==> config.mk <==
export PLATFORM = sky130hd
export DESIGN_NAME = cache_axi_arbiter_flat
export DESIGN_NICKNAME = d
export VERILOG_FILES = /design/src/rtl/cache_axi_arbiter_pkg.sv /design/src/rtl/cache_axi_arbiter_if.sv /design/src/rtl/cache_axi_arbiter_wr_buffer.sv /design/src/rtl/cache_axi_arbiter.sv /design/src/flat_wrapper.sv
export SDC_FILE = /design/constraint.sdc
export NUM_CORES = 1
export LEC_CHECK = 0
export BUFFER_PORTS_ARGS = -buffer_cell sky130_fd_sc_hd__buf_2
export CORE_AREA = 3 3 248 250
export DETAILED_ROUTE_END_ITERATION = 8
export DIE_AREA = 0 0 251 253
export MAX_ROUTING_LAYER = met4
export SLEW_MARGIN = 20
export SYNTH_ARGS = -nofsm -noshare
export SYNTH_HDL_FRONTEND = slang
export SYNTH_SLANG_ARGS = --single-unit
==> constraint.sdc <==
create_clock -name clk -period 13.5 [get_ports clk]
set_input_delay 2.7 -clock clk [delete_from_list [all_inputs] [get_ports clk]]
set_output_delay 2.7 -clock clk [all_outputs]
set_load 0.1 [all_outputs]
==> src/rtl/cache_axi_arbiter_pkg.sv <==
// rtl/cache_axi_arbiter_pkg.sv - request/AXI encodings and FSM states shared by the arbiter
package cache_axi_pkg;

  localparam logic [2:0] RD_TYPE_WORD      = 3'b010;
  localparam logic [2:0] RD_TYPE_CACHELINE = 3'b100;
  localparam logic [1:0] AXI_BURST_INCR    = 2'b01;
  localparam logic [2:0] AXI_SIZE_4B       = 3'b010;
  localparam logic [3:0] AXI_ID_ICACHE     = 4'd0;
  localparam logic [3:0] AXI_ID_DCACHE     = 4'd1;

  typedef enum logic [1:0] {R_IDLE, R_AR, R_DATA} rd_state_t;
  typedef enum logic [1:0] {W_IDLE, W_AW, W_DATA, W_B} wr_state_t;
  typedef enum logic {OWN_ICACHE, OWN_DCACHE} owner_t;

  // Line bursts start at the line base; word accesses keep their byte address.
  function automatic logic [31:0] burst_addr(input logic [31:0] addr, input logic is_line,
                                             input int unsigned offset_bits);
    logic [31:0] mask;
    mask = ~((32'd1 << offset_bits) - 32'd1);
    return is_line ? (addr & mask) : addr;
  endfunction

  function automatic logic [7:0] burst_len(input logic is_line, input int unsigned words);
    return is_line ? 8'(words - 1) : 8'd0;
  endfunction

endpackage

==> src/rtl/cache_axi_arbiter_if.sv <==
// rtl/cache_axi_arbiter_if.sv - AXI4 master port bundle shared by the arbiter and the SoC bus
interface cache_axi_arbiter_if;
  logic [3:0]  arid;
  logic [31:0] araddr;
  logic [7:0]  arlen;
  logic [2:0]  arsize;
  logic [1:0]  arburst;
  logic        arvalid;
  logic        arready;
  logic [3:0]  rid;
  logic [31:0] rdata;
  logic [1:0]  rresp;
  logic        rlast;
  logic        rvalid;
  logic        rready;
  logic [3:0]  awid;
  logic [31:0] awaddr;
  logic [7:0]  awlen;
  logic [2:0]  awsize;
  logic [1:0]  awburst;
  logic        awvalid;
  logic        awready;
  logic [31:0] wdata;
  logic [3:0]  wstrb;
  logic        wlast;
  logic        wvalid;
  logic        wready;
  logic [3:0]  bid;
  logic [1:0]  bresp;
  logic        bvalid;
  logic        bready;

  modport master (
    output arid, araddr, arlen, arsize, arburst, arvalid, rready,
    output awid, awaddr, awlen, awsize, awburst, awvalid,
    output wdata, wstrb, wlast, wvalid, bready,
    input  arready, rid, rdata, rresp, rlast, rvalid, awready, wready, bid, bresp, bvalid
  );

  modport slave (
    input  arid, araddr, arlen, arsize, arburst, arvalid, rready,
    input  awid, awaddr, awlen, awsize, awburst, awvalid,
    input  wdata, wstrb, wlast, wvalid, bready,
    output arready, rid, rdata, rresp, rlast, rvalid, awready, wready, bid, bresp, bvalid
  );
endinterface

==> src/rtl/cache_axi_arbiter_wr_buffer.sv <==
// rtl/cache_axi_arbiter_wr_buffer.sv - single-entry dcache write buffer driving the AXI write channels
module axi_wr_buffer
  import cache_axi_pkg::*;
#(
  parameter int LINE_WORDS  = 8,
  parameter int LINE_WIDTH  = 32 * LINE_WORDS,
  parameter int LINE_OFFSET = $clog2(LINE_WORDS * 4)
) (
  input  logic                    clk,
  input  logic                    reset,
  input  logic                    wr_req,
  input  logic [2:0]              wr_type,
  input  logic [31:0]             wr_addr,
  input  logic [3:0]              wr_wstrb,
  input  logic [LINE_WIDTH-1:0]   wr_data,
  output logic                    wr_rdy,
  output logic                    busy,
  output logic [31-LINE_OFFSET:0] busy_line,
  output logic [3:0]              awid,
  output logic [31:0]             awaddr,
  output logic [7:0]              awlen,
  output logic [2:0]              awsize,
  output logic [1:0]              awburst,
  output logic                    awvalid,
  input  logic                    awready,
  output logic [31:0]             wdata,
  output logic [3:0]              wstrb,
  output logic                    wlast,
  output logic                    wvalid,
  input  logic                    wready,
  input  logic                    bvalid,
  output logic                    bready
);
  localparam int BEAT_W = $clog2(LINE_WORDS);

  wr_state_t             state, state_nx;
  logic [BEAT_W-1:0]     beat;
  logic [31:0]           addr_q;
  logic                  line_q;
  logic [3:0]            wstrb_q;
  logic [LINE_WIDTH-1:0] data_q;

  assign wr_rdy    = ~reset & (state == W_IDLE);
  assign busy      = (state != W_IDLE);
  assign busy_line = addr_q[31:LINE_OFFSET];

  always_ff @(posedge clk) begin
    if (reset) begin
        state <= W_IDLE;
        beat  <= '0;
    end else begin
        state <= state_nx;
        if (state == W_AW)
            beat <= '0;
        else if (wvalid && wready)
            beat <= beat + 1'b1;
    end
  end

  always_ff @(posedge clk) begin
    if (wr_req && wr_rdy) begin
        addr_q  <= wr_addr;
        line_q  <= (wr_type == RD_TYPE_CACHELINE);
        wstrb_q <= wr_wstrb;
        data_q  <= wr_data;
    end
  end

  always_comb begin
    state_nx = state;
    awvalid  = 1'b0;
    wvalid   = 1'b0;
    bready   = 1'b0;
    case (state)
      W_IDLE: if (wr_req && wr_rdy) state_nx = W_AW;
      W_AW: begin
          awvalid = 1'b1;
          if (awready) state_nx = W_DATA;
      end
      W_DATA: begin
          wvalid = 1'b1;
          if (wready && wlast) state_nx = W_B;
      end
      W_B: begin
          bready = 1'b1;
          if (bvalid) state_nx = W_IDLE;
      end
      default: state_nx = W_IDLE;
    endcase
  end

  assign awid    = AXI_ID_DCACHE;
  assign awaddr  = burst_addr(addr_q, line_q, LINE_OFFSET);
  assign awlen   = burst_len(line_q, LINE_WORDS);
  assign awsize  = AXI_SIZE_4B;
  assign awburst = AXI_BURST_INCR;
  assign wdata   = data_q[32*beat +: 32];
  assign wstrb   = line_q ? 4'hF : wstrb_q;
  assign wlast   = line_q ? (beat == BEAT_W'(LINE_WORDS - 1)) : 1'b1;

endmodule

==> src/rtl/cache_axi_arbiter.sv <==
// rtl/cache_axi_arbiter.sv - round-robin icache/dcache read arbiter plus dcache write buffer on one AXI4 port
module cache_axi_arbiter
  import cache_axi_pkg::*;
#(
  parameter int LINE_WORDS = 8,
  parameter int LINE_WIDTH = 32 * LINE_WORDS
) (
  input  logic                  clk,
  input  logic                  reset,
  input  logic                  i_rd_req,
  input  logic [2:0]            i_rd_type,
  input  logic [31:0]           i_rd_addr,
  output logic                  i_rd_rdy,
  output logic                  i_ret_valid,
  output logic                  i_ret_last,
  output logic [31:0]           i_ret_data,
  input  logic                  d_rd_req,
  input  logic [2:0]            d_rd_type,
  input  logic [31:0]           d_rd_addr,
  output logic                  d_rd_rdy,
  output logic                  d_ret_valid,
  output logic                  d_ret_last,
  output logic [31:0]           d_ret_data,
  input  logic                  d_wr_req,
  input  logic [2:0]            d_wr_type,
  input  logic [31:0]           d_wr_addr,
  input  logic [3:0]            d_wr_wstrb,
  input  logic [LINE_WIDTH-1:0] d_wr_data,
  output logic                  d_wr_rdy,
  cache_axi_arbiter_if.master   axi
);
  localparam int LINE_OFFSET = $clog2(LINE_WORDS * 4);

  rd_state_t                rd_state, rd_state_nx;
  owner_t                   last_owner, owner_q;
  logic [31:0]              rd_addr_q;
  logic                     rd_line_q;
  logic                     grant_i, grant_d, haz_i, haz_d, wr_accept;
  logic                     accept_i, accept_d;
  logic                     ar_valid, r_ready;
  logic                     wb_busy;
  logic [31-LINE_OFFSET:0]  wb_line;
  logic                     unused_axi;

  assign unused_axi = ^{axi.rid, axi.rresp, axi.bid, axi.bresp};

  // A tie goes to whoever was not served last.
  assign grant_i = i_rd_req & (~d_rd_req | (last_owner == OWN_DCACHE));
  assign grant_d = d_rd_req & (~i_rd_req | (last_owner == OWN_ICACHE));

  // Reads must not overtake a buffered or just-accepted write to the same line.
  assign wr_accept = d_wr_req & d_wr_rdy;
  assign haz_i = (wb_busy && (wb_line == i_rd_addr[31:LINE_OFFSET])) ||
                 (wr_accept && (d_wr_addr[31:LINE_OFFSET] == i_rd_addr[31:LINE_OFFSET]));
  assign haz_d = (wb_busy && (wb_line == d_rd_addr[31:LINE_OFFSET])) ||
                 (wr_accept && (d_wr_addr[31:LINE_OFFSET] == d_rd_addr[31:LINE_OFFSET]));

  assign i_rd_rdy = ~reset & (rd_state == R_IDLE) & grant_i & ~haz_i;
  assign d_rd_rdy = ~reset & (rd_state == R_IDLE) & grant_d & ~haz_d;
  assign accept_i = i_rd_req & i_rd_rdy;
  assign accept_d = d_rd_req & d_rd_rdy;

  always_ff @(posedge clk) begin
    if (reset) begin
        rd_state   <= R_IDLE;
        last_owner <= OWN_ICACHE;
        owner_q    <= OWN_ICACHE;
    end else begin
        rd_state <= rd_state_nx;
        if (accept_i) begin
            last_owner <= OWN_ICACHE;
            owner_q    <= OWN_ICACHE;
        end else if (accept_d) begin
            last_owner <= OWN_DCACHE;
            owner_q    <= OWN_DCACHE;
        end
    end
  end

  always_ff @(posedge clk) begin
    if (accept_i) begin
        rd_addr_q <= i_rd_addr;
        rd_line_q <= (i_rd_type == RD_TYPE_CACHELINE);
    end else if (accept_d) begin
        rd_addr_q <= d_rd_addr;
        rd_line_q <= (d_rd_type == RD_TYPE_CACHELINE);
    end
  end

  always_comb begin
    rd_state_nx = rd_state;
    ar_valid    = 1'b0;
    r_ready     = 1'b0;
    case (rd_state)
      R_IDLE: if (accept_i || accept_d) rd_state_nx = R_AR;
      R_AR: begin
          ar_valid = 1'b1;
          if (axi.arready) rd_state_nx = R_DATA;
      end
      R_DATA: begin
          r_ready = 1'b1;
          if (axi.rvalid && axi.rlast) rd_state_nx = R_IDLE;
      end
      default: rd_state_nx = R_IDLE;
    endcase
  end

  assign axi.arvalid = ar_valid;
  assign axi.rready  = r_ready;
  assign axi.arid    = (owner_q == OWN_DCACHE) ? AXI_ID_DCACHE : AXI_ID_ICACHE;
  assign axi.araddr  = burst_addr(rd_addr_q, rd_line_q, LINE_OFFSET);
  assign axi.arlen   = burst_len(rd_line_q, LINE_WORDS);
  assign axi.arsize  = AXI_SIZE_4B;
  assign axi.arburst = AXI_BURST_INCR;

  // Return routing follows the owner register, never rid.
  assign i_ret_valid = r_ready & (owner_q == OWN_ICACHE) & axi.rvalid;
  assign d_ret_valid = r_ready & (owner_q == OWN_DCACHE) & axi.rvalid;
  assign i_ret_last  = i_ret_valid & axi.rlast;
  assign d_ret_last  = d_ret_valid & axi.rlast;
  assign i_ret_data  = axi.rdata;
  assign d_ret_data  = axi.rdata;

  axi_wr_buffer #(
    .LINE_WORDS  (LINE_WORDS),
    .LINE_WIDTH  (LINE_WIDTH),
    .LINE_OFFSET (LINE_OFFSET)
  ) u_wr_buffer (
    .clk       (clk),
    .reset     (reset),
    .wr_req    (d_wr_req),
    .wr_type   (d_wr_type),
    .wr_addr   (d_wr_addr),
    .wr_wstrb  (d_wr_wstrb),
    .wr_data   (d_wr_data),
    .wr_rdy    (d_wr_rdy),
    .busy      (wb_busy),
    .busy_line (wb_line),
    .awid      (axi.awid),
    .awaddr    (axi.awaddr),
    .awlen     (axi.awlen),
    .awsize    (axi.awsize),
    .awburst   (axi.awburst),
    .awvalid   (axi.awvalid),
    .awready   (axi.awready),
    .wdata     (axi.wdata),
    .wstrb     (axi.wstrb),
    .wlast     (axi.wlast),
    .wvalid    (axi.wvalid),
    .wready    (axi.wready),
    .bvalid    (axi.bvalid),
    .bready    (axi.bready)
  );

endmodule

==> src/flat_wrapper.sv <==
// flat-port wrapper written by rule: the top's interface ports become plain ports
module cache_axi_arbiter_flat import cache_axi_pkg::*;
#(
  parameter int LINE_WORDS = 8,
  parameter int LINE_WIDTH = 32 * LINE_WORDS
)
  (clk, reset, i_rd_req, i_rd_type, i_rd_addr, i_rd_rdy, i_ret_valid, i_ret_last, i_ret_data, d_rd_req, d_rd_type, d_rd_addr, d_rd_rdy, d_ret_valid, d_ret_last, d_ret_data, d_wr_req, d_wr_type, d_wr_addr, d_wr_wstrb, d_wr_data, d_wr_rdy, axi_arid, axi_araddr, axi_arlen, axi_arsize, axi_arburst, axi_arvalid, axi_rready, axi_awid, axi_awaddr, axi_awlen, axi_awsize, axi_awburst, axi_awvalid, axi_wdata, axi_wstrb, axi_wlast, axi_wvalid, axi_bready, axi_arready, axi_rid, axi_rdata, axi_rresp, axi_rlast, axi_rvalid, axi_awready, axi_wready, axi_bid, axi_bresp, axi_bvalid);
  cache_axi_arbiter_if axi_i ();
  input  logic clk;
  input  logic reset;
  input  logic i_rd_req;
  input  logic [2:0] i_rd_type;
  input  logic [31:0] i_rd_addr;
  output logic i_rd_rdy;
  output logic i_ret_valid;
  output logic i_ret_last;
  output logic [31:0] i_ret_data;
  input  logic d_rd_req;
  input  logic [2:0] d_rd_type;
  input  logic [31:0] d_rd_addr;
  output logic d_rd_rdy;
  output logic d_ret_valid;
  output logic d_ret_last;
  output logic [31:0] d_ret_data;
  input  logic d_wr_req;
  input  logic [2:0] d_wr_type;
  input  logic [31:0] d_wr_addr;
  input  logic [3:0] d_wr_wstrb;
  input  logic [LINE_WIDTH-1:0] d_wr_data;
  output logic d_wr_rdy;
  output wire logic [$bits(axi_i.arid)-1:0] axi_arid;
  output wire logic [$bits(axi_i.araddr)-1:0] axi_araddr;
  output wire logic [$bits(axi_i.arlen)-1:0] axi_arlen;
  output wire logic [$bits(axi_i.arsize)-1:0] axi_arsize;
  output wire logic [$bits(axi_i.arburst)-1:0] axi_arburst;
  output wire logic [$bits(axi_i.arvalid)-1:0] axi_arvalid;
  output wire logic [$bits(axi_i.rready)-1:0] axi_rready;
  output wire logic [$bits(axi_i.awid)-1:0] axi_awid;
  output wire logic [$bits(axi_i.awaddr)-1:0] axi_awaddr;
  output wire logic [$bits(axi_i.awlen)-1:0] axi_awlen;
  output wire logic [$bits(axi_i.awsize)-1:0] axi_awsize;
  output wire logic [$bits(axi_i.awburst)-1:0] axi_awburst;
  output wire logic [$bits(axi_i.awvalid)-1:0] axi_awvalid;
  output wire logic [$bits(axi_i.wdata)-1:0] axi_wdata;
  output wire logic [$bits(axi_i.wstrb)-1:0] axi_wstrb;
  output wire logic [$bits(axi_i.wlast)-1:0] axi_wlast;
  output wire logic [$bits(axi_i.wvalid)-1:0] axi_wvalid;
  output wire logic [$bits(axi_i.bready)-1:0] axi_bready;
  input wire logic [$bits(axi_i.arready)-1:0] axi_arready;
  input wire logic [$bits(axi_i.rid)-1:0] axi_rid;
  input wire logic [$bits(axi_i.rdata)-1:0] axi_rdata;
  input wire logic [$bits(axi_i.rresp)-1:0] axi_rresp;
  input wire logic [$bits(axi_i.rlast)-1:0] axi_rlast;
  input wire logic [$bits(axi_i.rvalid)-1:0] axi_rvalid;
  input wire logic [$bits(axi_i.awready)-1:0] axi_awready;
  input wire logic [$bits(axi_i.wready)-1:0] axi_wready;
  input wire logic [$bits(axi_i.bid)-1:0] axi_bid;
  input wire logic [$bits(axi_i.bresp)-1:0] axi_bresp;
  input wire logic [$bits(axi_i.bvalid)-1:0] axi_bvalid;
  assign axi_arid = axi_i.arid;
  assign axi_araddr = axi_i.araddr;
  assign axi_arlen = axi_i.arlen;
  assign axi_arsize = axi_i.arsize;
  assign axi_arburst = axi_i.arburst;
  assign axi_arvalid = axi_i.arvalid;
  assign axi_rready = axi_i.rready;
  assign axi_awid = axi_i.awid;
  assign axi_awaddr = axi_i.awaddr;
  assign axi_awlen = axi_i.awlen;
  assign axi_awsize = axi_i.awsize;
  assign axi_awburst = axi_i.awburst;
  assign axi_awvalid = axi_i.awvalid;
  assign axi_wdata = axi_i.wdata;
  assign axi_wstrb = axi_i.wstrb;
  assign axi_wlast = axi_i.wlast;
  assign axi_wvalid = axi_i.wvalid;
  assign axi_bready = axi_i.bready;
  assign axi_i.arready = axi_arready;
  assign axi_i.rid = axi_rid;
  assign axi_i.rdata = axi_rdata;
  assign axi_i.rresp = axi_rresp;
  assign axi_i.rlast = axi_rlast;
  assign axi_i.rvalid = axi_rvalid;
  assign axi_i.awready = axi_awready;
  assign axi_i.wready = axi_wready;
  assign axi_i.bid = axi_bid;
  assign axi_i.bresp = axi_bresp;
  assign axi_i.bvalid = axi_bvalid;
  cache_axi_arbiter #(.LINE_WORDS(LINE_WORDS), .LINE_WIDTH(LINE_WIDTH)) u_core (.clk(clk), .reset(reset), .i_rd_req(i_rd_req), .i_rd_type(i_rd_type), .i_rd_addr(i_rd_addr), .i_rd_rdy(i_rd_rdy), .i_ret_valid(i_ret_valid), .i_ret_last(i_ret_last), .i_ret_data(i_ret_data), .d_rd_req(d_rd_req), .d_rd_type(d_rd_type), .d_rd_addr(d_rd_addr), .d_rd_rdy(d_rd_rdy), .d_ret_valid(d_ret_valid), .d_ret_last(d_ret_last), .d_ret_data(d_ret_data), .d_wr_req(d_wr_req), .d_wr_type(d_wr_type), .d_wr_addr(d_wr_addr), .d_wr_wstrb(d_wr_wstrb), .d_wr_data(d_wr_data), .d_wr_rdy(d_wr_rdy), .axi(axi_i));
endmodule
== Word-level counts from Yosys, hierarchy flattened ==
Cells that the tools add are included.

* Input bits: 420
* Output and inout bits: 211
* Word-level logic and storage cells: 101
* Flip-flop bits (word level): 334

* Shift-type cells: 1
* Reduce and logical (&&, ||, !) cells: 19
* Eq/ne operators: 20
* Bitwise gates (word level): 25
* Mux-type cells: 25
* Add/sub/neg operators: 1

{| class="wikitable"
|+ Operators by type and width
! kind !! count
|-
| 256-bit by 9-bit variable part select with 32-bit output || 1
|-
| 27-bit == test || 4
|-
| 32-bit 2-to-1 mux || 2
|-
| 1-bit bitwise AND || 17
|-
| 2-bit 2-to-1 mux || 7
|-
| 3-bit == test (second input constant) || 4
|-
| 5-bit 2-to-1 mux || 2
|-
| 2-bit inequality test (second input constant) || 5
|-
| 1-bit 2-to-1 mux || 9
|-
| 1-bit logical AND || 8
|-
| 2-bit case mux with 4 select lines || 1
|-
| 2-bit == test (second input constant) || 3
|-
| 3-bit 2-to-1 mux || 2
|-
| 1-bit NOT || 6
|-
| 2-bit case mux with 3 select lines || 1
|-
| 2-bit by 1-bit == test with 1-bit output (second input constant) || 2
|-
| 2-bit zero test || 2
|-
| 4-bit 2-to-1 mux || 1
|-
| 2-bit by 1-bit inequality test with 1-bit output (second input constant) || 2
|-
| 4-bit AND reduction || 1
|-
| 2-bit nonzero test || 2
|-
| 2-bit OR reduction || 2
|-
| 3-bit by 1-bit adder with 3-bit output (second input constant) || 1
|-
| 1-bit logical OR || 3
|-
| other kinds (2) || 3
|}

== Longest topological paths before layout ==
* Depth in word-level cells: 11
* Gate-level depth with buffers: 9
* Gate-level depth less buffers: 8

== By module ==
A second synthesis with hierarchy kept.

* Cells, all modules: 888
* Area total of the unflattened synthesis: 15411.0 um^2

{| class="wikitable"
|+ By module, submodules not included
! module !! sequential area each (um^2) !! area an instance (um^2) !! instances !! cells each
|-
| axi_wr_buffer || 8898.5 || 11780.0 || 1 || 527
|-
| cache_axi_arbiter || 1051.0 || 3631.0 || 1 || 361
|}

== Least setup slack after synthesis ==
Ideal clock, no wire load.

* Kind: input to register
* Start point: in reset
* End point: reg u_core.u_wr_buffer.addr_q[0], enable pin
* Data required time: 12.858 ns
* Cell stages on the path: 4
* Path slack: 3.731 ns
* Path buffers: 1
* Data arrival time: 9.127 ns
* Setup time: 0.642 ns
* Cells stage by stage: buf_6 > nor2b_4 > nand2_2 > inv_1

* Word-level cells in the longest chain between the ends: 3

{| class="wikitable"
|+ RTL lines
! element !! line !! source
|-
| start, declared || flat_wrapper.sv:10 || <nowiki>input logic reset;</nowiki>
|-
| 1-bit NOT || cache_axi_arbiter_wr_buffer.sv:43 || <nowiki>assign wr_rdy = ~reset & (state == W_IDLE);</nowiki>
|-
| 1-bit bitwise AND || cache_axi_arbiter_wr_buffer.sv:43 ||
|-
| named net d_wr_rdy || flat_wrapper.sv:30 || <nowiki>output logic d_wr_rdy;</nowiki>
|-
| 1-bit logical AND || cache_axi_arbiter_wr_buffer.sv:61 || <nowiki>if (wr_req && wr_rdy) begin</nowiki>
|-
| end signal, assigned || cache_axi_arbiter_wr_buffer.sv:62 || <nowiki>addr_q <= wr_addr;</nowiki>
|-
| end, declared || cache_axi_arbiter_wr_buffer.sv:38 || <nowiki>logic [31:0] addr_q;</nowiki>
|}

The timed path passes the listed nets, and every way through them passes these cells.
A chain may end at the register's enable or synchronous reset.

== Worst setup path after layout ==
* Start point: in reset
* End point: out d_rd_rdy

* Word-level cells in the longest chain between the ends: 7
* Elaborated cells on any way between the ends: 9
* Those cells by class: bitwise: 7; reduce/logical: 2

{| class="wikitable"
|+ RTL lines
! element !! line !! source
|-
| 1-bit NOT * || cache_axi_arbiter_wr_buffer.sv:43, cache_axi_arbiter.sv:59 ||
|-
| 1-bit bitwise AND || cache_axi_arbiter_wr_buffer.sv:43 ||
|-
| 1-bit bitwise AND || cache_axi_arbiter.sv:52 || <nowiki>assign wr_accept = d_wr_req & d_wr_rdy;</nowiki>
|-
| 1-bit logical AND || cache_axi_arbiter.sv:56 || <nowiki>(wr_accept && (d_wr_addr[31:LINE_OFFSET] == d_rd_addr[31:LINE_OFFSET]));</nowiki>
|-
| 1-bit logical OR || cache_axi_arbiter.sv:55 || <nowiki>assign haz_d = (wb_busy && (wb_line == d_rd_addr[31:LINE_OFFSET])) ||</nowiki>
|-
| 1-bit NOT || cache_axi_arbiter.sv:59 || <nowiki>assign d_rd_rdy = ~reset & (rd_state == R_IDLE) & grant_d & ~haz_d;</nowiki>
|-
| 1-bit bitwise AND * || cache_axi_arbiter.sv:59 ||
|-
| end, declared || flat_wrapper.sv:21 || <nowiki>output logic d_rd_rdy;</nowiki>
|}

Mark *: on every way between the ends. The rest lies on a longest branch, timed or not.

==> summary.txt <==
STA
  • Final setup violation count: 0
  • Clock Skew: 0.0115 ns
  • Setup TNS: 0 ns
  • Fin. Hold Viols: 0
  • RSZ-0062 raised after global routing: false
  • Max-slew violations: 0
  • Slew headroom: 0.267
  • Tightest Pin Transition: 1.10 ns
  • Crit path time final: 7.62 ns
  • Peak Freq: 131 MHz
  • Post-route clock period utilization: 0.564

Setup path
  • Worst R2R End: u_core.rd_addr_q[0]
  • R2r startpoint: u_core.u_wr_buffer.state[0]
  • WP data arrival: 4.92 ns
  • Crit end category: primary output
  • Worst path required time: 10.80 ns
  • Reg-to-reg setup timing slack: 9.83 ns
  • Worst Setup Start Kind: input pin
  • CP max FO: 10
  • Reg2Reg Depth: 9
  • WS Path Type: in -> out

Routing
  • Routed len/inst: 20.0 um
  • DRT Pass-1 Iters: 4
  • DRT iter0 DRCs: 458
  • DRC violations left: 0
  • DR vias/cell: 4.18
  • Final WL: 41200 um
  • Antenna viol nets, final: 0
  • Via count: 8607

Cells and area
  • Fill count: 5888
  • Finished Layout Cells: 2060
  • Synthesis-to-finish area growth: 23.6%
  • Layout cells sized above 1: 0.550
  • Final nets: 1674
  • Design Area, Final: 18700 sq um
  • Final Util: 0.316

Placed design
  • Area after DPL: 17500 sq um
  • Number of port buffers: 495
  • GPL Wtd Cong: 0.858
  • Placed cells: 1979
  • DPL Wire Length: 31200 um

Floorplan
  • Core area: 59200 sq um
  • Die Height: 253 um
  • Core Rows: 89
  • Die span in x: 251 um
  • Die area: 63500 sq um
  • IO Count: 631
  • Starting Density: 0.256

Synth
  • Ys flop type: edfxtp_1
  • Unique masters post-synth: 38
  • Yosys top cell area share: 0.646
  • Seq/Total Area, Yosys: 0.657
  • Syn_area_per_cell: 17.7 sq um
  • Flops & latches, synth: 334
  • Post-synth top cells: edfxtp_1 (326), buf_4 (152), xnor2_1 (74), mux4_2 (64), mux2_2 (39)
  • Synth async-reset ratio: 0
  • EDFF count, synth: 326
  • Ranking of synthesized cells by area: edfxtp_1 (65%), mux4_2 (9.5%), buf_4 (7.5%)
  • Count leader, synth: edfxtp_1
  • Yosys warning total: 0
  • Mapped cell area: 15200 sq um
  • Cells after synthesis: 855
  • Area leader, netlist: edfxtp_1

Clocking
  • CTS Buffer Depth: 3
  • Reg clk slew, reported paths: 0.06 ns
  • Root buffer cell: clkbuf_16
  • Post-CTS setup buffers: 0
  • CTS HTree Levels: 2
  • Post-cts sizing count: 0
  • Worst-Skew Late Latency: 0.55 ns
  • Hold Buf Count CTS: 0
  • TritonCTS buffer count: 39
  • Clock Sink Count: 334
  • CTS tree: yes

GRT
  • GRT Util Overall: 0.129
  • Number of global-route vias before repair: 9389
  • Initial antenna violation count: 13
  • Largest net degree at the start of global routing: 179
  • First-pass GRT wire length: 58400 um
  • GRT Residual Overflow: 0

Flow run
  • Total of max-cap violations: 0

Pwr
  • Maximum vdd ir drop: 0.000120 V
  • P_leak: 6.97 nW
  • PwrDens: 169 nW/um^2

Run status
  • Status: completed

Hold path
  • Worst Hold End: u_core.u_wr_buffer.state[1]
  • Worst Min Path Start: u_core.u_wr_buffer.state[1]
  • Hold depth: 2
  • HP Class: reg -> reg
[metal layers]
layer	up-vias	share of wire	wire (um)	track usage
li1	3898	-	-	-
met1	4180	0.35	14500	0.131
met2	425	0.51	21100	0.223
met3	104	0.094	3890	0.0467
met4	0	0.041	1710	0.0590
met5	-	0	0	-
[worst max-delay path, stage by stage]
cell and delay, ns:
buf_2 0.18, nor2b_4 0.14, nand2_2 0.16, or4_2 0.71, nor3_1 0.20, a311o_1 0.43
inv_1 0.09, buf_2 0.30
[through the flow]
stage	setup slack [ns]	hold slack (ns)	power [mW]
after floorplan	3.73	0.518	2.16
after global placement	5.89	0.541	2.20
after detailed placement	5.87	0.575	2.21
after CTS	5.87	0.586	3.23
after global routing	5.81	0.646	3.30
final	5.88	0.579	3.17
[power breakdown]
| group | internal [mW] | total (mW) | switching [mW] | leakage, nW |
|---|---|---|---|---|
| logic | 0.200 | 0.809 | 0.609 | 3.28 |
| clock network | 0.565 | 0.993 | 0.428 | 0.588 |
| registers | 1.32 | 1.37 | 0.0549 | 3.09 |
| total | 2.08 | 3.17 | 1.09 | 6.97 |
[worst max path at each step]
stage	from	end	slack, ns	cells after the start
after floorplan	reset	u_core.u_wr_buffer.addr_q[0]	3.73	4
after global placement	reset	d_rd_rdy	5.89	8
after detailed placement	reset	d_rd_rdy	5.87	8
after CTS	reset	d_rd_rdy	5.87	8
after global routing	reset	d_rd_rdy	5.81	8
final	reset	d_rd_rdy	5.88	8
[cell usage in the layout (no fill, tap or decap), types with 9 or more instances in the layout]
cell type	count
clkbuf_16	39
clkbuf_1	9
xnor2_1	74
diode_2	12
nor2b_1	12
nor4_1	10
mux4_2	64
xor2_1	35
mux2_4	25
conb_1	27
mux2_2	39
edfxtp_1	326
nand4_1	20
buf_2	495
[layout make-up]
| type | count | area, sq um | share of cell area |
|---|---|---|---|
| tap | 773 | 967 | 0.0516 |
| clock inverter | 20 | 171 | 0.00915 |
| antenna | 12 | 30.0 | 0.00160 |
| multi-input combinational | 365 | 4020 | 0.214 |
| inverter | 7 | 33.8 | 0.00180 |
| clock buffer | 49 | 1020 | 0.0547 |
| timing repair buffer | 500 | 2530 | 0.135 |
| sequential | 334 | 9960 | 0.532 |
[state kept, by name (all words and copies together), names as in the netlist]
name                        count
u_core.u_wr_buffer.line_q       1
u_core.rd_line_q                1
u_core.u_wr_buffer.data_q     256
u_core.rd_addr_q               32
u_core.u_wr_buffer.addr_q      32
u_core.rd_state                 2
u_core.u_wr_buffer.wstrb_q      4
u_core.u_wr_buffer.state        2
u_core.u_wr_buffer.beat         3
u_core.last_owner               1
[logic make-up after synthesis]
logic type / Yosys count / synth area share
flops: 334 / 0.657
buf+inv: 181 / 0.0849
mux: 132 / 0.152
xor+xnor: 109 / 0.0630
simple gates: 83 / 0.0328
fa+ha+maj: 7 / 0.00578
compound gates: 7 / 0.00504
other cells: 2 / 0.000496
(Power assumes the default switching activity.)
